File: src/rtl/rx_iq_byte_packer.sv
// rx_iq_byte_packer
//   Captures 24-bit I/Q samples from the decimation/FIR chain into a small
//   sample FIFO and serialises each sample as six bytes on a valid/ready
//   stream toward the host. Samples that arrive while the FIFO is full are
//   dropped and counted so the host can detect gaps in the baseband stream.
//
// Ports
//   clock, reset         receiver clock; asynchronous active-high reset
//   in_strobe/in_I/in_Q  one-cycle sample-valid with signed I and Q samples
//   out_data/out_valid   byte stream toward the host
//   out_ready            consumer accepts the current byte
//   out_last             marks the 6th byte of a sample
//   fifo_level           samples waiting in the FIFO (not the one being sent)
//   overflow             sticky flag: at least one sample was dropped
//   drop_count           saturating count of dropped samples
//   clear_overflow       clears overflow and drop_count
module rx_iq_byte_packer #(
  parameter int DEPTH = 16,
  parameter int AW    = 4,
  parameter int DROPW = 16
) (
  input  logic                clock,
  input  logic                reset,
  input  logic                in_strobe,
  input  logic signed [23:0]  in_I,
  input  logic signed [23:0]  in_Q,
  output logic [7:0]          out_data,
  output logic                out_valid,
  input  logic                out_ready,
  output logic                out_last,
  output logic [AW:0]         fifo_level,
  output logic                overflow,
  output logic [DROPW-1:0]    drop_count,
  input  logic                clear_overflow
);

  typedef enum logic {S_IDLE, S_SEND} state_t;

  localparam logic [AW:0] FULL_LEVEL = (AW+1)'(DEPTH);

  state_t            state_q, state_d;
  logic [2:0]        idx_q, idx_d;
  logic [47:0]       sample_q, sample_d;
  logic [47:0]       mem_q [DEPTH];
  logic [AW-1:0]     wr_ptr_q, rd_ptr_q;
  logic [AW:0]       level_q;
  logic              ovf_q;
  logic [DROPW-1:0]  drop_q;

  logic              has_data;
  logic              last_accept;
  logic              pop;
  logic              push;
  logic              drop;

  assign has_data    = (level_q != '0);
  assign last_accept = (state_q == S_SEND) && out_ready && (idx_q == 3'd5);
  assign pop         = has_data && ((state_q == S_IDLE) || last_accept);
  // A full FIFO still accepts a sample when the head leaves on the same edge.
  assign push        = in_strobe && ((level_q != FULL_LEVEL) || pop);
  assign drop        = in_strobe && !push;

  // Serialiser next-state and byte outputs
  always_comb begin
    state_d   = state_q;
    idx_d     = idx_q;
    sample_d  = sample_q;
    out_valid = 1'b0;
    out_last  = 1'b0;
    out_data  = 8'h00;
    case (state_q)
      S_IDLE: begin
        if (pop) begin
          state_d  = S_SEND;
          idx_d    = 3'd0;
          sample_d = mem_q[rd_ptr_q];
        end
      end
      S_SEND: begin
        out_valid = 1'b1;
        out_last  = (idx_q == 3'd5);
        case (idx_q)
          3'd0:    out_data = sample_q[47:40];
          3'd1:    out_data = sample_q[39:32];
          3'd2:    out_data = sample_q[31:24];
          3'd3:    out_data = sample_q[23:16];
          3'd4:    out_data = sample_q[15:8];
          default: out_data = sample_q[7:0];
        endcase
        if (out_ready) begin
          if (idx_q == 3'd5) begin
            // Chain straight into the next sample so the stream has no bubble.
            if (pop) begin
              idx_d    = 3'd0;
              sample_d = mem_q[rd_ptr_q];
            end else begin
              state_d = S_IDLE;
            end
          end else begin
            idx_d = idx_q + 3'd1;
          end
        end
      end
      default: state_d = S_IDLE;
    endcase
  end

  // Control state: serialiser, pointers, level, overflow tracking
  always_ff @(posedge clock or posedge reset) begin
    if (reset) begin
      state_q  <= S_IDLE;
      idx_q    <= 3'd0;
      wr_ptr_q <= '0;
      rd_ptr_q <= '0;
      level_q  <= '0;
      ovf_q    <= 1'b0;
      drop_q   <= '0;
    end else begin
      state_q <= state_d;
      idx_q   <= idx_d;
      if (push) wr_ptr_q <= wr_ptr_q + 1'b1;
      if (pop)  rd_ptr_q <= rd_ptr_q + 1'b1;
      case ({push, pop})
        2'b10:   level_q <= level_q + 1'b1;
        2'b01:   level_q <= level_q - 1'b1;
        default: level_q <= level_q;
      endcase
      // A drop on the same edge as a clear leaves exactly that one drop counted.
      if (drop) begin
        ovf_q <= 1'b1;
        if (clear_overflow)      drop_q <= DROPW'(1);
        else if (drop_q != '1)   drop_q <= drop_q + 1'b1;
      end else if (clear_overflow) begin
        ovf_q  <= 1'b0;
        drop_q <= '0;
      end
    end
  end

  // Sample storage: data only, never reset; out_data is gated by state.
  always_ff @(posedge clock) begin
    sample_q <= sample_d;
    if (push) mem_q[wr_ptr_q] <= {in_I, in_Q};
  end

  assign fifo_level = level_q;
  assign overflow   = ovf_q;
  assign drop_count = drop_q;

endmodule

File: config.mk
export PLATFORM = sky130hd
export DESIGN_NAME = rx_iq_byte_packer
export DESIGN_NICKNAME = d
export VERILOG_FILES = /design/src/rtl/rx_iq_byte_packer.sv
export SDC_FILE = /design/constraint.sdc
export NUM_CORES = 1
export LEC_CHECK = 0
export BUFFER_PORTS_ARGS = -buffer_cell sky130_fd_sc_hd__buf_4
export CAP_MARGIN = 20
export CORE_MARGIN = 10
export CORE_UTILIZATION = 40
export CTS_CLUSTER_DIAMETER = 100
export DETAILED_ROUTE_END_ITERATION = 8
export HOLD_SLACK_MARGIN = 0.12
export PLACE_DENSITY_LB_ADDON = 0.2
export RECOVER_POWER = 50
export SLEW_MARGIN = 40
export SYNTH_ARGS = -nofsm -noshare
export SYNTH_HDL_FRONTEND = slang
export SYNTH_SLANG_ARGS = --single-unit
File: constraint.sdc
create_clock -name clock -period 6 [get_ports clock]
set_input_delay 1.2 -clock clock [delete_from_list [all_inputs] [get_ports clock]]
set_output_delay 1.2 -clock clock [all_outputs]
set_load 0.05 [all_outputs]
Word level (Yosys, flattened, before mapping) --
Memories as Yosys holds them, arrays and structs flattened. Index checks and enable logic that the tools add are counted.
Word-level totals: flip-flop bits (word level) 82, bits in writable memories 768, output and inout bits 32, logic and storage cells 67, memories 1
Memory list:
- mem_q | words 16, bits a word 48, rd ports 1, clocked after Yosys merged registers in 0, write ports 1, RTL line 44 | logic [47:0] mem_q [DEPTH];
Operators by class: $add $sub $neg 6, equal/unequal tests 11, mux-type cells 25, bitwise gates (word level) 1, reduce and logical (&&, ||, !) cells 15
Operator list (number):
- two-way mux 48 bit | 3
- case mux 48 bit (2 select lines) | 1
- two-way mux 16 bit | 4
- case mux 8 bit (5 select lines) | 1
- adder 16 x 1 -> 16 bit (second input constant) | 1
- != test 16 bit (second input constant) | 1
- case mux 5 bit (2 select lines) | 1
- two-way mux 1 bit | 9
- two-way mux 3 bit | 3
- adder 4 x 1 -> 4 bit (second input constant) | 2
- two-way mux 8 bit | 1
- == test 3 x 2 -> 1 bit (second input constant) | 2
- == test 3 bit (second input constant) | 2
- case mux 3 bit (2 select lines) | 1
- nonzero test 2 bit | 3
- adder 5 x 1 -> 5 bit (second input constant) | 1
- logical AND 1 bit | 5
- != test 5 bit (second input constant) | 1
- nonzero test 5 bit | 1
- subtractor 5 x 1 -> 5 bit (second input constant) | 1
- AND reduction 2 bit | 2
- adder 3 x 1 -> 3 bit (second input constant) | 1
- == test 3 x 1 -> 1 bit (second input constant) | 1
- logical NOT 3 bit | 1
- other kinds (8) | 9

Depth between registers and ports, before layout --
Gate-level depths: netlist (run 1).
depth in word-level cells 10, gate-level depth with buffers 12, gate-level depth less buffers 11

Worst setup path after synthesis (run 1) --
OpenSTA, ideal clock, no wires.
kind in2reg, start point in out_ready, end point mem mem_q[3][0], enable pin, setup time 0.513 ns, arrival 5.372 ns, data required time 5.487 ns, setup slack 0.115 ns, stages on the path 4, buffers on the path 0, cells stage by stage nand3_1 a41oi_1 nand2_1 nor3_1
Between the ends: word-level cells in the longest chain between the ends 8
RTL lines:
- start: declaration | RTL line 29 | input logic out_ready,
- logical AND 1 bit (2 in series) | RTL line 57 | assign last_accept = (state_q == S_SEND) && out_ready && (idx_q == 3'd5);
- logical OR 1 bit | RTL line 58 | assign pop = has_data && ((state_q == S_IDLE) || last_accept);
- logical AND 1 bit | RTL line 58
- logical OR 1 bit | RTL line 60 | assign push = in_strobe && ((level_q != FULL_LEVEL) || pop);
- logical AND 1 bit | RTL line 60
- two-way mux 1 bit | RTL line 143 | if (push) mem_q[wr_ptr_q] <= {in_I, in_Q};
- two-way mux 1 bit (implied by the code) | RTL line 143
- end: declaration | RTL line 44
Every way passes these cells.

Worst setup path after layout (run 1) --
start point reg idx_q[1], end point reg level_q[3] (netlist: fifo_level[3])
Between the ends: word-level cells in the longest chain between the ends 8, elaborated cells between the ends (all ways) 10, those cells by class 3 x eq/ne; 1 x mux; 6 x reduce/logical
RTL lines:
- start: declaration | RTL line 42 | logic [2:0] idx_q, idx_d;
- start signal: assignment | RTL line 120 | idx_q <= idx_d;
- == test 3 bit * | RTL line 57
- logical AND 1 bit * | RTL line 57
- logical OR 1 bit * | RTL line 58
- logical AND 1 bit * | RTL line 58
- logical OR 1 bit | RTL line 60
- logical AND 1 bit | RTL line 60
- == test 2 x 1 -> 1 bit / == test 2 bit (equally long branches) | RTL line 123 | case ({push, pop})
- case mux 5 bit (2 select lines) / nonzero test 2 bit (equally long branches)
- end signal: assignment | RTL line 124 | 2'b10: level_q <= level_q + 1'b1;
- end signal: assignment | RTL line 125 | 2'b01: level_q <= level_q - 1'b1;
- end signal: assignment | RTL line 126 | default: level_q <= level_q;
- end: declaration | RTL line 46 | logic [AW:0] level_q;
Every way passes the cells marked *; elsewhere a longest branch is shown, timed or not. A chain may end at the register's enable or synchronous reset.

==> results of run 1 <==
power breakdown:
group | leakage, uW | internal (uW) | switching (uW)
combinational | 0.00253 | 2120 | 2670
sequential | 0.00781 | 7280 | 390
clock | 0.00137 | 3110 | 2190
cells in the mapped netlist, drive strengths merged (8+ instances only):
library cell	number
edfxtp	816
mux4	240
clkbuf	55
nand2	37
dfrtp	34
nor2	19
buf	17
ha	14
a31oi	11
inv	11
nand3	11
a22o	10
nor3	9
a21oi	8
a222oi	8
o21ai	8
xnor2	8
registers in the layout (all words and copies together) (netlist names):
name        count
rd_ptr_q        4
idx_q           3
drop_count     16
overflow        1
sample_q       48
fifo_level      5
mem_q         768
state_q         1
wr_ptr_q        4
layer usage:
layer / vias to the layer above / part of all wire, % / track usage [%]
li1: 6298 / - / -
met1: 8075 / 45 / 22.8
met2: 402 / 48 / 25.1
met3: 89 / 5.9 / 2.91
met4: 8 / 1.5 / 3.92
met5: - / 0.062 / 0
stage by stage:
step / setup slack (ns) / cells / utilization, % / power (uW) / hold slack, ns
2_1_floorplan: 0.115 / 1400 / - / 10900 / 0.521
3_3_place_gp: 1.63 / 2503 / 43.2 / 12600 / 0.495
3_5_place_dp: 2.03 / 2508 / 43.4 / 12700 / 0.496
4_1_cts: 1.76 / 2670 / 46.8 / 18000 / 0.509
5_1_grt: 0.932 / 2671 / 46.6 / 18500 / 0.523
6_report: 1.42 / 2672 / 46.6 / 17700 / 0.512
final cells by class:
type	instances	area share (%)
Inverter	12	0.120
Clock inverter	48	1.19
Multi-Input combinational cell	466	18.8
Sequential cell	850	67.5
Tap cell	1060	3.53
Clock buffer	114	6.26
Timing Repair Buffer	121	2.59
Antenna cell	1	0.00666
worst max-delay path by stage:
stage / end / slack [ns] / cells past startpoint
after floorplan: mem_q[3][0] / 0.12 / 4
after global placement: mem_q[11][37] / 1.63 / 6
after detailed placement: mem_q[7][15] / 2.03 / 6
after CTS: out_data[2] / 1.76 / 6
after global routing: fifo_level[2] / 0.93 / 7
final: fifo_level[3] / 1.42 / 7
cells by family after synthesis:
| group | Yosys count | synth area share, % |
|---|---|---|
| XOR/XNOR | 9 | 0.242 |
| flip-flops | 850 | 77.7 |
| buffers and inverters | 84 | 0.993 |
| AND/OR/NAND/NOR | 123 | 1.97 |
| adder cells (fa/ha/maj) | 15 | 0.598 |
| multiplexers | 249 | 16.9 |
| AO/OA/AOI/OAI | 70 | 1.59 |
==> results.cfg, run 1 <==
[worst_setup_path]
max_stage_delay_ns = 2.02
path_buf_inv = 2
critPathMaxFanout = 53
r2r-start = idx_q[1]
critical_path_required_ns = 6.49
r2r_setup_slack_ns = 1.42
crit_path_cell_trace = inv_1 -> ha_1 -> nand3_1 -> a2bb2oi_4 -> clkbuf_1 -> o22ai_1 -> mux2_2
crit_start = idx_q[1]
cpLargestDelayFamily = buffers and inverters
slowest_stage = clkbuf_1
end_kind = register
critical_path_class = reg -> reg
start_kind = register
reg2reg_to = fifo_level[3]
arrival_ns = 5.07
worstRegToRegCells = 7

[detailed_routing]
wirelength_mm = 74.5
viasPerCell = 5.57
drc = 0
wl_per_cell_microns = 27.9
drtAntennaViolNets = 0
vias = 14872
drtPass1Iterations = 5
drt_iter0_drc = 1348

[clocking]
cts_buffer_depth = 3
cts_buffers = 87
clk_pin_slew_ns = 0.06
htreeDepth = 3
clk_latency_ns = 0.63
cts_resized = 0
cts_tree = built
root_buffer = clkbuf_16
cts.sinks = 850
post-cts-setup-buffer-count = 0
cts_hold_buf = 0

[logic_synthesis]
yosys_warnings = 0
synthArstFlopShare_pct = 4.00
ys_seq_area_share_pct = 77.7
synth.distinct_cells = 53
synth.top_cell.area_share_pct = 75.1
synthTopCellsByArea = edfxtp_1, mux4_2, dfrtp_1
yosys_register_bits = 850
syn_inst = 1400
synth_ff_type = edfxtp_1
synth_edf_count = 816
synth_area_sq_um = 32600
post_synth.cell_area_avg_sq_um = 23.3
yosysTopAreaCell = edfxtp_1
syn_nets = 1468

[pwr]
power.density_nw_per_um2 = 472
ir_drop_v = 0.000279
leakage_uw = 0.0117

[die]
ioPinCount = 85
core-area_sq_um = 80700
dieArea_sq_um = 93400
die_y_microns = 306
die_x_microns = 306
start_util_pct = 40.4
row_count = 104

[min_path]
min-delay-start = overflow
holdCritPathClass = reg -> reg
hold_path_depth = 1
hold_end = overflow

[sta]
setup_tns_ns = 0
finalHoldViolCount = 0
relSlewSlack_pct = -89.5
rsz0062_at_grt = false
period_share_pct = 76.3
clock.fmax_mhz = 218
setup_violations = 0
slew_violations = 89
fin_crit_ns = 4.58
max_slew.worst_pin.slew_ns = 2.84
finClkSkew_ns = 0.0225

[layout]
mostFrequentLayoutCell = edfxtp_1
multi_input_area_sq_um = 7070
fin_nets = 1606
fillers = 6651
seq_area_sq_um = 25400
area_growth_pct = 15.2
drive_above_1_share_pct = 28.9
final_area_sq_um = 37600
final_cell_mix = edfxtp_1, mux4_2, clkbuf_16, clkbuf_1, buf_4

[place]
postPlaceCellArea_sq_um = 35000
gp_congestion = 0.795
dp_hpwl_mm = 45.5
port_buffers = 84

[global_routing]
antenna_found_initial = 11
overflow = 0
grt_max_degree = 86
track_usage_pct = 15.9
grt_pass1_vias = 15418
grt_first_pass_wirelength_mm = 110

[run_status]
status = finished, violations left
violations = max-capacitance violations, max-slew violations

[flow_run]
max_cap_violations = 2
Note: power is estimated with default switching activity, not from simulation.
==> inputs of run 2 (changes only) <==
ABC_AREA = 1   (was unset)
clock period = 3.9 ns   (was 6 ns; I/O delays follow)
==> results.cfg, run 2 <==
[detailed_routing]
wl_per_cell_microns = 22.6
drtAntennaViolNets = 0
drc = 0
drtPass1Iterations = 5
drt_iter0_drc = 2080
wirelength_mm = 88.6
vias = 21119
viasPerCell = 5.40

[worst_setup_path]
path_buf_inv = 3
r2r_setup_slack_ns = 0.44
crit_top_cell = inv_1
critical_path_class = reg -> out
worstRegToRegCells = 9
arrival_ns = 2.71
max_stage_delay_ns = 0.59
end_kind = primary output
slowest_stage = dfrtp_1
critical_path_required_ns = 3.12
critPathMaxFanout = 11
cpLargestDelayFamily = flip-flops
crit_path_cell_trace = inv_1 -> ha_1 -> nor2_1 -> nand3_1 -> inv_1 -> nand2_1 -> a21oi_1 -> buf_4
r2r-start = idx_q[1]
reg2reg_to = rd_ptr_q[3]
start_kind = register

[global_routing]
grt_max_degree = 184
use_met1_pct = 24.4
grt.met2_usage_pct = 29.4
grt_first_pass_wirelength_mm = 134
antenna_found_initial = 4
top_usage_layer = met2
track_usage_pct = 17.9
use_met3_pct = 3.27
overflow = 0
grt_pass1_vias = 20768

[clocking]
htreeDepth = 3
clk_pin_slew_ns = 0.06
cts.sinks = 850
cts_tree = built
root_buffer = clkbuf_16
cts_buffers = 88
cts_hold_buf = 0
cts_buffer_depth = 3
cts_resized = 0
post-cts-setup-buffer-count = 0
clk_latency_ns = 0.64

[sta]
finClkSkew_ns = 0.0282
rsz0062_at_grt = false
slew_violations = 53
fin_crit_ns = 3.49
finalHoldViolCount = 0
max_slew.worst_pin.slew_ns = 1.75
clock.fmax_mhz = 287
period_share_pct = 89.4
setup_violations = 0
relSlewSlack_pct = -16.9
setup_tns_ns = 0
setup_ws_ns = 0.415

[logic_synthesis]
synth_edf_count = 816
synth_ff_type = edfxtp_1
yosysTopAreaCell = edfxtp_1
synthArstFlopShare_pct = 4.00
yosys_warnings = 0
synth_area_sq_um = 34000
syn_inst = 2645
post_synth.cell_area_avg_sq_um = 12.9
synthTopCellsByArea = edfxtp_1, nor2_1, o21ai_0
yosys_register_bits = 850
ys_seq_area_share_pct = 74.5
synth.top_cell.area_share_pct = 72.0
syn_nets = 2713
synth.distinct_cells = 35
synth_common_cells = edfxtp_1, nor2_1, o21ai_0
synthMostInstantiatedCell = edfxtp_1

[layout]
fillers = 7435
final_area_sq_um = 38500
mostFrequentLayoutCell = edfxtp_1
top_register = mem_q
drive_above_1_share_pct = 7.84
final_cell_mix = edfxtp_1, nor2_1, o21ai_0, o211ai_1, nand2_1
diodes = 0
area_growth_pct = 13.0
largest_register_ff_count = 768
fin_nets = 2780

[die]
ioPinCount = 85
row_count = 106
start_util_pct = 40.5
dieArea_sq_um = 97100
die_x_microns = 312
core-area_sq_um = 84000
die_y_microns = 312

[place]
dp_hpwl_mm = 49.4
gp_congestion = 0.839
port_buffers = 84
postPlaceCellArea_sq_um = 36100
pre_cts_slack_ns = 0.769

[pwr]
leakage_uw = 0.0125
power.density_nw_per_um2 = 745
ir_drop_v = 0.000514

[min_path]
holdCritPathClass = in -> async

[run_status]
status = finished, violations left
violations = max-capacitance violations, max-slew violations

[flow_run]
max_cap_violations = 1
==> run 2: area by class of cell <==
type / instances / area (sq um) / share of cell area, %
Inverter: 41 / 169 / 0.439
Multi-Input combinational cell: 1591 / 7810 / 20.3
Clock buffer: 115 / 2310 / 6.02
Timing Repair Buffer: 140 / 1010 / 2.62
Clock inverter: 43 / 375 / 0.976
Tap cell: 1134 / 1420 / 3.69
Sequential cell: 850 / 25400 / 66.0
==> run 2: kinds of logic after synthesis <==
logic type | share of synthesized area (%)
AOI/OAI and AO/OA | 10.4
xor gates and xnor gates | 0.309
adders and majority gates | 0.574
buffers and inverters | 2.81
DFF | 74.5
and+or+nand+nor | 11.4
==> run 2: how the worst max path moves through the flow <==
stage	endpoint	cells after the start	slack [ns]	startpoint
floorplan	mem_q[11][0]	8	0.03	out_ready
global placement	mem_q[5][43]	10	0.71	out_ready
detailed placement	mem_q[5][43]	10	0.77	out_ready
CTS	out_data[3]	8	0.42	idx_q[2]
global route	rd_ptr_q[3]	9	0.11	idx_q[1]
finish	out_data[2]	8	0.41	idx_q[2]
==> run 2: worst reg2reg max path, cell delays in order (launching register included) <==
cell,delay (ns)
dfrtp_1,0.41
inv_1,0.09
ha_1,0.18
nand2_1,0.10
o21ai_0,0.33
nand2_1,0.28
inv_1,0.17
clkbuf_2,1.27
nand4_1,0.27
xor2_1,0.23
==> run 2: power by group <==
| group | total [uW] | switching [uW] | internal [uW] |
|---|---|---|---|
| Sequential | 11800 | 512 | 11300 |
| Clock | 7940 | 3420 | 4520 |
| Combinational | 8930 | 6490 | 2450 |
==> run 2: layer usage <==
metal	up-vias	part of all wire [%]
li1	9792	-
met1	10528	44
met2	669	48
met3	124	6.5
met4	6	1.8
met5	-	0.035
==> run 2: metrics by stage <==
stage / instances / utilization, % / hold slack, ns / power (uW)
6_report: 3914 / 45.8 / 0.361 / 28600
4_1_cts: 3914 / 46.2 / 0.171 / 29000
3_5_place_dp: 3756 / 43.0 / 0.483 / 21000
3_3_place_gp: 3756 / 43.0 / 0.472 / 20900
2_1_floorplan: 2645 / - / 0.483 / 17800
5_1_grt: 3914 / 45.8 / 0.433 / 30300
==> inputs of run 3 (changes only) <==
clock period = 3.1 ns   (was 3.9 ns; I/O delays follow)
==> results.cfg, run 3 (same netlist as run 2, synthesis figures left out) <==
[sta]
finClkSkew_ns = 0.0273
clock.fmax_mhz = 335
max_slew.worst_pin.slew_ns = 1.32
period_share_pct = 96.4
setup_ws_ns = 0.113
finalHoldViolCount = 0
timing.hold.ws_ns = 0.255
setup_tns_ns = 0
fin_crit_ns = 2.99
relSlewSlack_pct = 11.9
slew_violations = 0
rsz0062_at_grt = false
setup_violations = 0

[die]
die_x_microns = 312
die_y_microns = 312
row_count = 106
core-area_sq_um = 84000
start_util_pct = 40.5
dieArea_sq_um = 97100
ioPinCount = 85

[layout]
fin_nets = 2784
area_growth_pct = 14.2
mostFrequentLayoutCell = edfxtp_1
largest_register_ff_count = 768
top_register = mem_q
final_area_sq_um = 38800
drive_above_1_share_pct = 8.88
final_cell_mix = edfxtp_1, nor2_1, o21ai_0, o211ai_1, nand2_1

[global_routing]
grt_max_degree = 121
overflow = 0
antenna_found_initial = 4
grt_pass1_vias = 20847
track_usage_pct = 17.7
grt.met2_usage_pct = 29.1
use_met3_pct = 3.01
use_met1_pct = 24.1
top_usage_layer = met2
grt_first_pass_wirelength_mm = 133

[worst_setup_path]
start_kind = register
critPathMaxFanout = 8
critical_path_class = reg -> out
critical_path_required_ns = 2.48
arrival_ns = 2.37
end_kind = primary output

[flow_run]
max_cap_violations = 0

[min_path]
holdCritPathClass = in -> reg

[detailed_routing]
viasPerCell = 5.39
wl_per_cell_microns = 22.4
vias = 21178
drt_iter0_drc = 1875
drc = 0
drtPass1Iterations = 5
wirelength_mm = 88.2
drtAntennaViolNets = 0

[clocking]
clk_latency_ns = 0.65
clk_pin_slew_ns = 0.06
htreeDepth = 3
cts_buffers = 91
cts_buffer_depth = 3
cts_tree = built
cts.sinks = 850
root_buffer = clkbuf_16

[run_status]
status = complete, no violations

[pwr]
pwr-share-comb_pct = 31.8
power.density_nw_per_um2 = 947
pwr-share-seq_pct = 39.8
switchingPower_uw = 13300
ir_drop_v = 0.000768
switching_share_pct = 36.2
pwr-share-clk_pct = 28.4
leakage_uw = 0.0127
internal_power_uw = 23500

[place]
gp_congestion = 0.833
pre_cts_slack_ns = 0.411
dp_hpwl_mm = 48.3
postPlaceCellArea_sq_um = 36200
port_buffers = 84
## run 3: path summary, 6_finish.rpt
path                        startpoint            end  slack (ns)  cells past startpoint
hold / removal               out_ready       idx_q[1]        0.25                      3
setup / recovery              idx_q[1]    out_data[3]        0.11                      9
hold reg to reg               overflow       overflow        0.50                      2
setup reg to reg           rd_ptr_q[0]   sample_q[16]        0.16                      8
max in group asynchronous        reset    rd_ptr_q[1]        2.02                      4
min in group asynchronous        reset  fifo_level[2]        0.67                      4
## run 3: timing repair
action                                 4_1_cts  5_1_grt
endpoints found under the hold margin       34        0
setup buffers                                1        0
setup endpoints to repair                    8        6
gates resized for setup                      5        4
hold buffers                                 1        0
## run 3: cell type report
type	count	area, sq um
fill	7431	45100
tap	1134	1420
multi-input combinational	1591	7830
clock buffer	120	2460
timing repair buffer	141	1180
antenna	1	2.50
clock inverter	49	430
sequential	850	25400
inverter	41	159
## run 3: critical path, stage by stage, from the launching register on
cell     delay [ns]
dfrtp_1        0.41
inv_1          0.10
ha_1           0.21
nand2_1        0.15
inv_2          0.09
nand2_1        0.08
nand4_1        0.20
a21oi_1        0.22
a21oi_2        0.08
buf_4          0.19
## run 3: metal layers
layer	vias to the layer above	wire (microns)
li1	9798	-
met1	10591	39000
met2	659	42200
met3	126	5190
met4	4	1730
met5	-	21
## run 3: metrics by stage
| stage | cells | util, % | total power, uW |
|---|---|---|---|
| 3_5_place_dp | 3755 | 43.2 | 26800 |
| 2_1_floorplan | 2645 | - | 22400 |
| 6_report | 3927 | 46.3 | 36800 |
| 4_1_cts | 3926 | 46.6 | 37300 |
| 3_3_place_gp | 3755 | 43.2 | 26500 |
| 5_1_grt | 3926 | 46.3 | 38800 |
## run 3: power by group through the flow
| stage | clock network [uW] | registers, uW | logic, uW |
|---|---|---|---|
| global route | 11200 | 14700 | 12900 |
| floorplan | 0 | 14800 | 7590 |
| global placement | 0 | 14900 | 11700 |
| CTS | 10700 | 14700 | 11900 |
| detailed placement | 0 | 14900 | 11800 |
| finish | 10400 | 14700 | 11700 |
